File: config.mk
export PLATFORM = sky130hd
export DESIGN_NAME = alu_ctrl_seq
export DESIGN_NICKNAME = d
export VERILOG_FILES = /design/src/rtl/alu_ctrl_pkg.sv /design/src/rtl/alu_ctrl_dec.sv /design/src/rtl/alu_ctrl_seq.sv
export SDC_FILE = /design/constraint.sdc
export NUM_CORES = 1
export LEC_CHECK = 0
export ABC_CLOCK_PERIOD_IN_PS = 1200
export BUFFER_PORTS_ARGS = -buffer_cell sky130_fd_sc_hd__buf_2
export CORE_AREA = 5 5 55 57
export DETAILED_ROUTE_END_ITERATION = 16
export DIE_AREA = 0 0 60 62
export PLACE_DENSITY = 0.71
export SYNTH_ARGS = -nofsm -noshare
export SYNTH_HDL_FRONTEND = slang
export SYNTH_SLANG_ARGS = --single-unit
export TNS_END_PERCENT = 1
File: constraint.sdc
create_clock -name Clk -period 1.2 [get_ports Clk]
set_input_delay 0.06 -clock Clk [delete_from_list [all_inputs] [get_ports Clk]]
set_output_delay 0.06 -clock Clk [all_outputs]
set_load 0.02 [all_outputs]
File: src/rtl/alu_ctrl_pkg.sv
// Shared encodings for the registered ALU control decoder: ALUOp classes,
// R-type Funct values, ALU operation codes and the sequencer state type.
package alu_ctrl_pkg;

  localparam int unsigned OP_BITS = 4;
  localparam int unsigned FUNCT_W = 6;
  localparam int unsigned CODE_W  = 5;

  localparam logic [OP_BITS-1:0] OP_RTYPE = 4'b0000;
  localparam logic [OP_BITS-1:0] OP_MUL   = 4'b0001;
  localparam logic [OP_BITS-1:0] OP_SEX   = 4'b0010;
  localparam logic [OP_BITS-1:0] OP_ANDI  = 4'b0011;
  localparam logic [OP_BITS-1:0] OP_ORI   = 4'b0100;
  localparam logic [OP_BITS-1:0] OP_XORI  = 4'b0101;
  localparam logic [OP_BITS-1:0] OP_ADDI  = 4'b0110;
  localparam logic [OP_BITS-1:0] OP_ADDIU = 4'b0111;
  localparam logic [OP_BITS-1:0] OP_SLTI  = 4'b1000;
  localparam logic [OP_BITS-1:0] OP_SLTIU = 4'b1001;
  localparam logic [OP_BITS-1:0] OP_LUI   = 4'b1010;
  localparam logic [OP_BITS-1:0] OP_BGEZ  = 4'b1011;
  localparam logic [OP_BITS-1:0] OP_BLEZ  = 4'b1100;
  localparam logic [OP_BITS-1:0] OP_BZ    = 4'b1101;

  localparam logic [FUNCT_W-1:0] F_ADD  = 6'b100000;
  localparam logic [FUNCT_W-1:0] F_ADDU = 6'b100001;
  localparam logic [FUNCT_W-1:0] F_SUB  = 6'b100010;
  localparam logic [FUNCT_W-1:0] F_AND  = 6'b100100;
  localparam logic [FUNCT_W-1:0] F_OR   = 6'b100101;
  localparam logic [FUNCT_W-1:0] F_NOR  = 6'b100111;
  localparam logic [FUNCT_W-1:0] F_XOR  = 6'b100110;
  localparam logic [FUNCT_W-1:0] F_SLT  = 6'b101010;
  localparam logic [FUNCT_W-1:0] F_SLTU = 6'b101011;
  localparam logic [FUNCT_W-1:0] F_SLL  = 6'b000000;
  localparam logic [FUNCT_W-1:0] F_SLLV = 6'b000100;
  localparam logic [FUNCT_W-1:0] F_SRL  = 6'b000010;
  localparam logic [FUNCT_W-1:0] F_SRLV = 6'b000110;
  localparam logic [FUNCT_W-1:0] F_SRA  = 6'b000011;
  localparam logic [FUNCT_W-1:0] F_SRAV = 6'b000111;
  localparam logic [FUNCT_W-1:0] F_MOVN = 6'b001011;
  localparam logic [FUNCT_W-1:0] F_MOVZ = 6'b001010;
  localparam logic [FUNCT_W-1:0] F_JR   = 6'b001000;

  localparam logic [CODE_W-1:0] ALU_AND  = 5'b00000;
  localparam logic [CODE_W-1:0] ALU_OR   = 5'b00001;
  localparam logic [CODE_W-1:0] ALU_ADD  = 5'b00010;
  localparam logic [CODE_W-1:0] ALU_MUL  = 5'b00011;
  localparam logic [CODE_W-1:0] ALU_NOR  = 5'b00100;
  localparam logic [CODE_W-1:0] ALU_XOR  = 5'b00101;
  localparam logic [CODE_W-1:0] ALU_SUB  = 5'b00110;
  localparam logic [CODE_W-1:0] ALU_SLT  = 5'b00111;
  localparam logic [CODE_W-1:0] ALU_SLL  = 5'b01000;
  localparam logic [CODE_W-1:0] ALU_MOVN = 5'b01010;
  localparam logic [CODE_W-1:0] ALU_MOVZ = 5'b01011;
  localparam logic [CODE_W-1:0] ALU_SRL  = 5'b01101;
  localparam logic [CODE_W-1:0] ALU_ROTR = 5'b01110;
  localparam logic [CODE_W-1:0] ALU_SRA  = 5'b01111;
  localparam logic [CODE_W-1:0] ALU_BGEZ = 5'b10001;
  localparam logic [CODE_W-1:0] ALU_LUI  = 5'b10011;
  localparam logic [CODE_W-1:0] ALU_SEB  = 5'b10100;
  localparam logic [CODE_W-1:0] ALU_SEH  = 5'b10101;
  localparam logic [CODE_W-1:0] ALU_BLEZ = 5'b11001;

  typedef enum logic {IDLE = 1'b0, MUL = 1'b1} state_t;

  typedef struct packed {
    logic [CODE_W-1:0] code;
    logic              sa;
    logic              uns;
    logic              jr;
    logic              is_mul;
  } dec_t;

endpackage

File: src/rtl/alu_ctrl_dec.sv
// Purely combinational ALUOp/Funct decode into an ALU operation code plus
// shift-source, unsigned, jr and multi-cycle flags.
module alu_ctrl_dec
  import alu_ctrl_pkg::*;
#(
  parameter int unsigned OP_W = 4
) (
  input  logic [OP_W-1:0]    alu_op_i,
  input  logic [FUNCT_W-1:0] funct_i,
  input  logic               i_twenty_one_i,
  input  logic               i_six_i,
  input  logic               i_nine_i,
  output dec_t               dec_o
);

  always_comb begin
    dec_o = '0;
    case (alu_op_i)
      OP_W'(OP_RTYPE): begin
        case (funct_i)
          F_ADD, F_ADDU: dec_o.code = ALU_ADD;
          F_SUB:         dec_o.code = ALU_SUB;
          F_AND:         dec_o.code = ALU_AND;
          F_OR:          dec_o.code = ALU_OR;
          F_NOR:         dec_o.code = ALU_NOR;
          F_XOR:         dec_o.code = ALU_XOR;
          F_SLT, F_SLTU: dec_o.code = ALU_SLT;
          F_SLL: begin
            dec_o.code = ALU_SLL;
            dec_o.sa   = 1'b1;
          end
          F_SLLV:        dec_o.code = ALU_SLL;
          // srl/rotr and srlv/rotrv share a Funct; one instruction bit picks
          F_SRL: begin
            dec_o.code = i_twenty_one_i ? ALU_ROTR : ALU_SRL;
            dec_o.sa   = 1'b1;
          end
          F_SRLV:        dec_o.code = i_six_i ? ALU_ROTR : ALU_SRL;
          F_SRA: begin
            dec_o.code = ALU_SRA;
            dec_o.sa   = 1'b1;
          end
          F_SRAV:        dec_o.code = ALU_SRA;
          F_MOVN:        dec_o.code = ALU_MOVN;
          F_MOVZ:        dec_o.code = ALU_MOVZ;
          F_JR: begin
            dec_o.code = ALU_AND;
            dec_o.jr   = 1'b1;
          end
          default:       dec_o.code = ALU_AND;
        endcase
      end
      OP_W'(OP_MUL): begin
        dec_o.code   = ALU_MUL;
        dec_o.is_mul = 1'b1;
      end
      OP_W'(OP_SEX):   dec_o.code = i_nine_i ? ALU_SEH : ALU_SEB;
      OP_W'(OP_ANDI):  dec_o.code = ALU_AND;
      OP_W'(OP_ORI):   dec_o.code = ALU_OR;
      OP_W'(OP_XORI):  dec_o.code = ALU_XOR;
      OP_W'(OP_ADDI):  dec_o.code = ALU_ADD;
      OP_W'(OP_ADDIU): begin
        dec_o.code = ALU_ADD;
        dec_o.uns  = 1'b1;
      end
      OP_W'(OP_SLTI), OP_W'(OP_SLTIU): dec_o.code = ALU_SLT;
      OP_W'(OP_LUI):   dec_o.code = ALU_LUI;
      OP_W'(OP_BGEZ):  dec_o.code = ALU_BGEZ;
      OP_W'(OP_BLEZ):  dec_o.code = ALU_BLEZ;
      OP_W'(OP_BZ):    dec_o.code = ALU_SUB;
      default:         dec_o.code = ALU_AND;
    endcase
  end

endmodule

File: src/rtl/alu_ctrl_seq.sv
// Registered ALU control stage: one decode per handshake, with multiply ops
// occupying MUL_LAT cycles and stalling the upstream stages meanwhile.
module alu_ctrl_seq
  import alu_ctrl_pkg::*;
#(
  parameter int unsigned OP_W    = 4,
  parameter int unsigned SIG_W   = 5,
  parameter int unsigned MUL_LAT = 4,
  parameter int unsigned CNT_W   = $clog2(MUL_LAT + 1)
) (
  input  logic             Clk,
  input  logic             Rst_n,
  input  logic             InValid,
  output logic             InReady,
  input  logic [OP_W-1:0]  ALUOp,
  input  logic [5:0]       Funct,
  input  logic             ITwentyOne,
  input  logic             ISix,
  input  logic             Inine,
  output logic             OutValid,
  output logic [SIG_W-1:0] ALUSignal,
  output logic             SAControl,
  output logic             UnsignedSignal,
  output logic             ALU_C,
  output logic             Stall
);

  dec_t dec;

  alu_ctrl_dec #(.OP_W(OP_W)) u_dec (
    .alu_op_i       (ALUOp),
    .funct_i        (Funct),
    .i_twenty_one_i (ITwentyOne),
    .i_six_i        (ISix),
    .i_nine_i       (Inine),
    .dec_o          (dec)
  );

  state_t             state_q, state_d;
  logic [CNT_W-1:0]   cnt_q, cnt_d;
  logic [SIG_W-1:0]   sig_q, sig_d;
  logic               sa_q, sa_d;
  logic               uns_q, uns_d;
  logic               jr_q, jr_d;
  logic               valid_q, valid_d;
  logic               stall_q, stall_d;
  logic               ready_q, ready_d;

  // Next-state: accept only in IDLE; MUL counts down to the completing cycle
  always_comb begin
    state_d = state_q;
    cnt_d   = cnt_q;
    sig_d   = sig_q;
    sa_d    = sa_q;
    uns_d   = uns_q;
    jr_d    = jr_q;
    valid_d = 1'b0;
    stall_d = stall_q;
    ready_d = ready_q;
    case (state_q)
      IDLE: begin
        if (InValid) begin
          sig_d = SIG_W'(dec.code);
          sa_d  = dec.sa;
          uns_d = dec.uns;
          jr_d  = dec.jr;
          if (dec.is_mul && (MUL_LAT > 1)) begin
            state_d = MUL;
            cnt_d   = CNT_W'(MUL_LAT - 1);
            stall_d = 1'b1;
            ready_d = 1'b0;
          end else begin
            valid_d = 1'b1;
          end
        end
      end
      MUL: begin
        if (cnt_q == CNT_W'(1)) begin
          state_d = IDLE;
          cnt_d   = '0;
          stall_d = 1'b0;
          ready_d = 1'b1;
          valid_d = 1'b1;
        end else begin
          cnt_d = cnt_q - CNT_W'(1);
        end
      end
      default: state_d = IDLE;
    endcase
  end

  always_ff @(posedge Clk or negedge Rst_n) begin
    if (!Rst_n) begin
      state_q <= IDLE;
      cnt_q   <= '0;
      sig_q   <= '0;
      sa_q    <= 1'b0;
      uns_q   <= 1'b0;
      jr_q    <= 1'b0;
      valid_q <= 1'b0;
      stall_q <= 1'b0;
      ready_q <= 1'b1;
    end else begin
      state_q <= state_d;
      cnt_q   <= cnt_d;
      sig_q   <= sig_d;
      sa_q    <= sa_d;
      uns_q   <= uns_d;
      jr_q    <= jr_d;
      valid_q <= valid_d;
      stall_q <= stall_d;
      ready_q <= ready_d;
    end
  end

  assign InReady        = ready_q;
  assign OutValid       = valid_q;
  assign ALUSignal      = sig_q;
  assign SAControl      = sa_q;
  assign UnsignedSignal = uns_q;
  assign ALU_C          = jr_q;
  assign Stall          = stall_q;

endmodule

==> impl_metrics.env <==
export IMPL_drtIter0Drc=28
export IMPL_cts_sinks=15
export IMPL_rsz0062_at_grt="yes"
export IMPL_grt_pass1_wl_mm=4.126
export IMPL_synth_main_ff_cell="dfrtp_1"
export IMPL_synth_cell_type_count=47
export IMPL_pwr_share_seq_pct=39.0
export IMPL_synth_edff_count=0
export IMPL_powerDensity_nw_per_um2=1464
export IMPL_worstSetupPathType="reg2reg"
export IMPL_grt_pass1_vias=977
export IMPL_clk_pin_slew_ns=0.09
export IMPL_dr_wl_met2_mm=1.181
export IMPL_setup_slack_ns=-0.02541
export IMPL_synth_xor_area_share_pct=0
export IMPL_final_antenna_net_count=0
export IMPL_min_period_ns=1.225
export IMPL_fin_crit_sh_pct=102.1
export IMPL_skew_ns=0.004378
export IMPL_p_int_mw=1.197
export IMPL_yosys_register_bits=15
export IMPL_drc=0
export IMPL_synthArstFlopShare_pct=100.0
export IMPL_p_sw_share_pct=39.12
export IMPL_critPathRequiredTime_ns=1.43
export IMPL_coreArea_um2=2432
export IMPL_die_area_um2=3720
export IMPL_fmaxAchievable_mhz=816.1
export IMPL_start_util_pct=44.96
export IMPL_clockRootBuffer="clkbuf_4"
export IMPL_gr_usage_all_layers_pct=14.64
export IMPL_final_util_pct=55.20
export IMPL_ios=27
export IMPL_synth_area_um2=1094
export IMPL_syn_inst=125
export IMPL_firstDrtPassIters=4
export IMPL_hold_viol=0
export IMPL_syn_area_per_cell_um2=8.748
export IMPL_post_dp_hpwl_mm=1.852
export IMPL_peakVddDrop_v=0.0008984
export IMPL_start_kind="flop"
export IMPL_synthAdderAreaFrac_pct=2.288
export IMPL_gp_congestion=0.8678
export IMPL_synth_top_family_by_area="simple AND/OR/NAND/NOR gates"
export IMPL_drt_met1_wl_mm=1.043
export IMPL_final_common_cell="buf_2"
export IMPL_yosysWarnings=0
export IMPL_power_frac_clock_pct=14.8
export IMPL_area_delta_synth_final_pct=22.77
export IMPL_arrival_ns=1.45
export IMPL_die_x_um=60
export IMPL_overflow=0
export IMPL_drive_gt1_share_pct=32.47
export IMPL_p_leak_nw=0.6316
export IMPL_rows=18
export IMPL_antenna_found_initial=0
export IMPL_slew_limit_headroom_pct=78.34
export IMPL_wl_met3_um=138
export IMPL_slew_violations=0
export IMPL_tightest_slew_ns=0.3249
export IMPL_combinationalPowerShare_pct=46.2
export IMPL_num_antenna_cells=0
export IMPL_cts_buffers_inserted=3
export IMPL_clock_path_buffers=2
export IMPL_p_sw_mw=0.7689
export IMPL_clk_insertion_delay_late_ns=0.29
export IMPL_routed_wl_mm=2.412
export IMPL_synth_compound_area_share_pct=23.00
export IMPL_tritoncts="yes"
export IMPL_viasPerCell=5.516
export IMPL_dp_slack_ns=-0.01513
export IMPL_synth_nets=143
export IMPL_fillers=236
export IMPL_hold_class="in2reg"
export IMPL_avgRoutedWirePerCell_um=13.11
export IMPL_critical_path_peak_fanout=2
export IMPL_grt_max_degree=16
export IMPL_vias=1015
export IMPL_final_nets=173
export IMPL_endpoint_kind="flop"
export IMPL_violations="setup timing"
export IMPL_port_buffers=26
export IMPL_htreeDepth=1
export IMPL_cap_violations=0
export IMPL_finalSetupViolations=1
export IMPL_synth_simple_area_share_pct=29.63
export IMPL_highest_layer="met4"
export IMPL_final_cell_mix="buf_2, dfrtp_1, nand2_1, o21ai_0"
export IMPL_muxShareOfSynthArea_pct=4.119
export IMPL_ys_seq_area_share_pct=34.44
export IMPL_die_y_um=62
export IMPL_status="finished, violations left"
## power by group through the flow
| stage | clock network [mW] | logic, mW | registers (mW) |
|---|---|---|---|
| after floorplan | 0 | 0.464 | 0.890 |
| after global placement | 0 | 0.841 | 0.765 |
| after detailed placement | 0 | 0.863 | 0.778 |
| after CTS | 0.295 | 0.888 | 0.766 |
| after global routing | 0.314 | 1.01 | 0.794 |
| final | 0.291 | 0.907 | 0.767 |
## logic make-up after synthesis
group / count (synthesis)
AO/OA/AOI/OAI: 38
adder cells (fa/ha/maj): 2
buffers and inverters: 14
flip-flops: 15
multiplexers: 4
AND/OR/NAND/NOR: 52
## per-layer routing
| layer | vias to the layer above | global-route usage [%] |
|---|---|---|
| met4 | 0 | 7.595 |
| li1 | 511 | - |
| met1 | 476 | 17.47 |
| met5 | - | 0 |
| met3 | 5 | 2.066 |
| met2 | 23 | 25.62 |
## per-stage QoR
| stage | hold slack, ns | area, um2 | total power, mW | cells | TNS [ns] |
|---|---|---|---|---|---|
| CTS | 0.08934 | 1325 | 1.950 | 184 | -0.02296 |
| floorplan | -0.2356 | 1102 | 1.354 | 125 | 0 |
| finish | 0.1103 | 1343 | 1.965 | 184 | -0.02541 |
| detailed placement | -0.01926 | 1269 | 1.641 | 179 | -0.04386 |
| global placement | -0.02429 | 1269 | 1.605 | 179 | 0 |
| global route | 0.1175 | 1343 | 2.121 | 184 | -0.4857 |
## timing repair
item | 4_1_cts | 5_1_grt
setup endpoints to repair | 4 | 11
hold buffers | 1 | 0
setup buffers | 0 | 0
endpoints found under the hold margin | 15 | 0
gates resized for setup | 3 | 5
## path summary, 6_finish.rpt
kind / from / endpoint / slack [ns] / depth (start not counted)
worst max-delay path: state_q$_DFF_PN0_ / ALU_C$_DFFE_PN0P_ / -0.03 / 4
worst min register to register: InReady$_DFFE_PN1P_ / InReady$_DFFE_PN1P_ / 0.47 / 2
min in group asynchronous: Rst_n / ALUSignal[2]$_DFFE_PN0P_ / 0.20 / 2
worst min-delay path: ALUOp[0] / ALUSignal[3]$_DFFE_PN0P_ / 0.11 / 2
max in group asynchronous: Rst_n / InReady$_DFFE_PN1P_ / 0.71 / 2
worst max register to register: state_q$_DFF_PN0_ / ALU_C$_DFFE_PN0P_ / -0.03 / 4
## final cells by class
| type | instances | area (um2) | share of cell area (%) |
|---|---|---|---|
| Inverter | 5 | 18.77 | 1.398 |
| Tap cell | 30 | 37.54 | 2.796 |
| Sequential cell | 15 | 376.6 | 28.05 |
| Multi-Input combinational cell | 96 | 690.7 | 51.44 |
| Timing Repair Buffer | 34 | 192.7 | 14.35 |
| Clock buffer | 4 | 26.28 | 1.957 |
## cells in the mapped netlist, types with 2 or more instances
cell type  count  area [um2]
dfrtp_1       14       350.3
nand2_1       12       45.04
o21ai_0       10       50.05
a21oi_1        7       35.03
nand2b_1       7       43.79
nor2_1         6       22.52
inv_1          5       18.77
nor2b_1        5       31.28
clkbuf_1       4       15.01
nand3b_1       4       30.03
o21ai_1        4       20.02
buf_2          3       15.01
mux2i_1        3       30.03
nor3b_1        3       22.52
o31ai_1        3       22.52
and3_1         2       12.51
buf_6          2       22.52
ha_1           2       25.02
## worst max-delay path: stages (launching register included)
cell and delay, ns:
dfrtp_1 0.39, nand2b_4 0.15, nor4b_4 0.24, and3b_1 0.22, a32o_1 0.16
## registers in the layout, indices dropped and copies added (netlist names)
register / cells
ALUSignal: 5
cnt_q: 3
ALU_C: 1
InReady: 1
OutValid: 1
SAControl: 1
Stall: 1
UnsignedSignal: 1
state_q: 1
No activity file was read; power rests on OpenSTA's default activity.
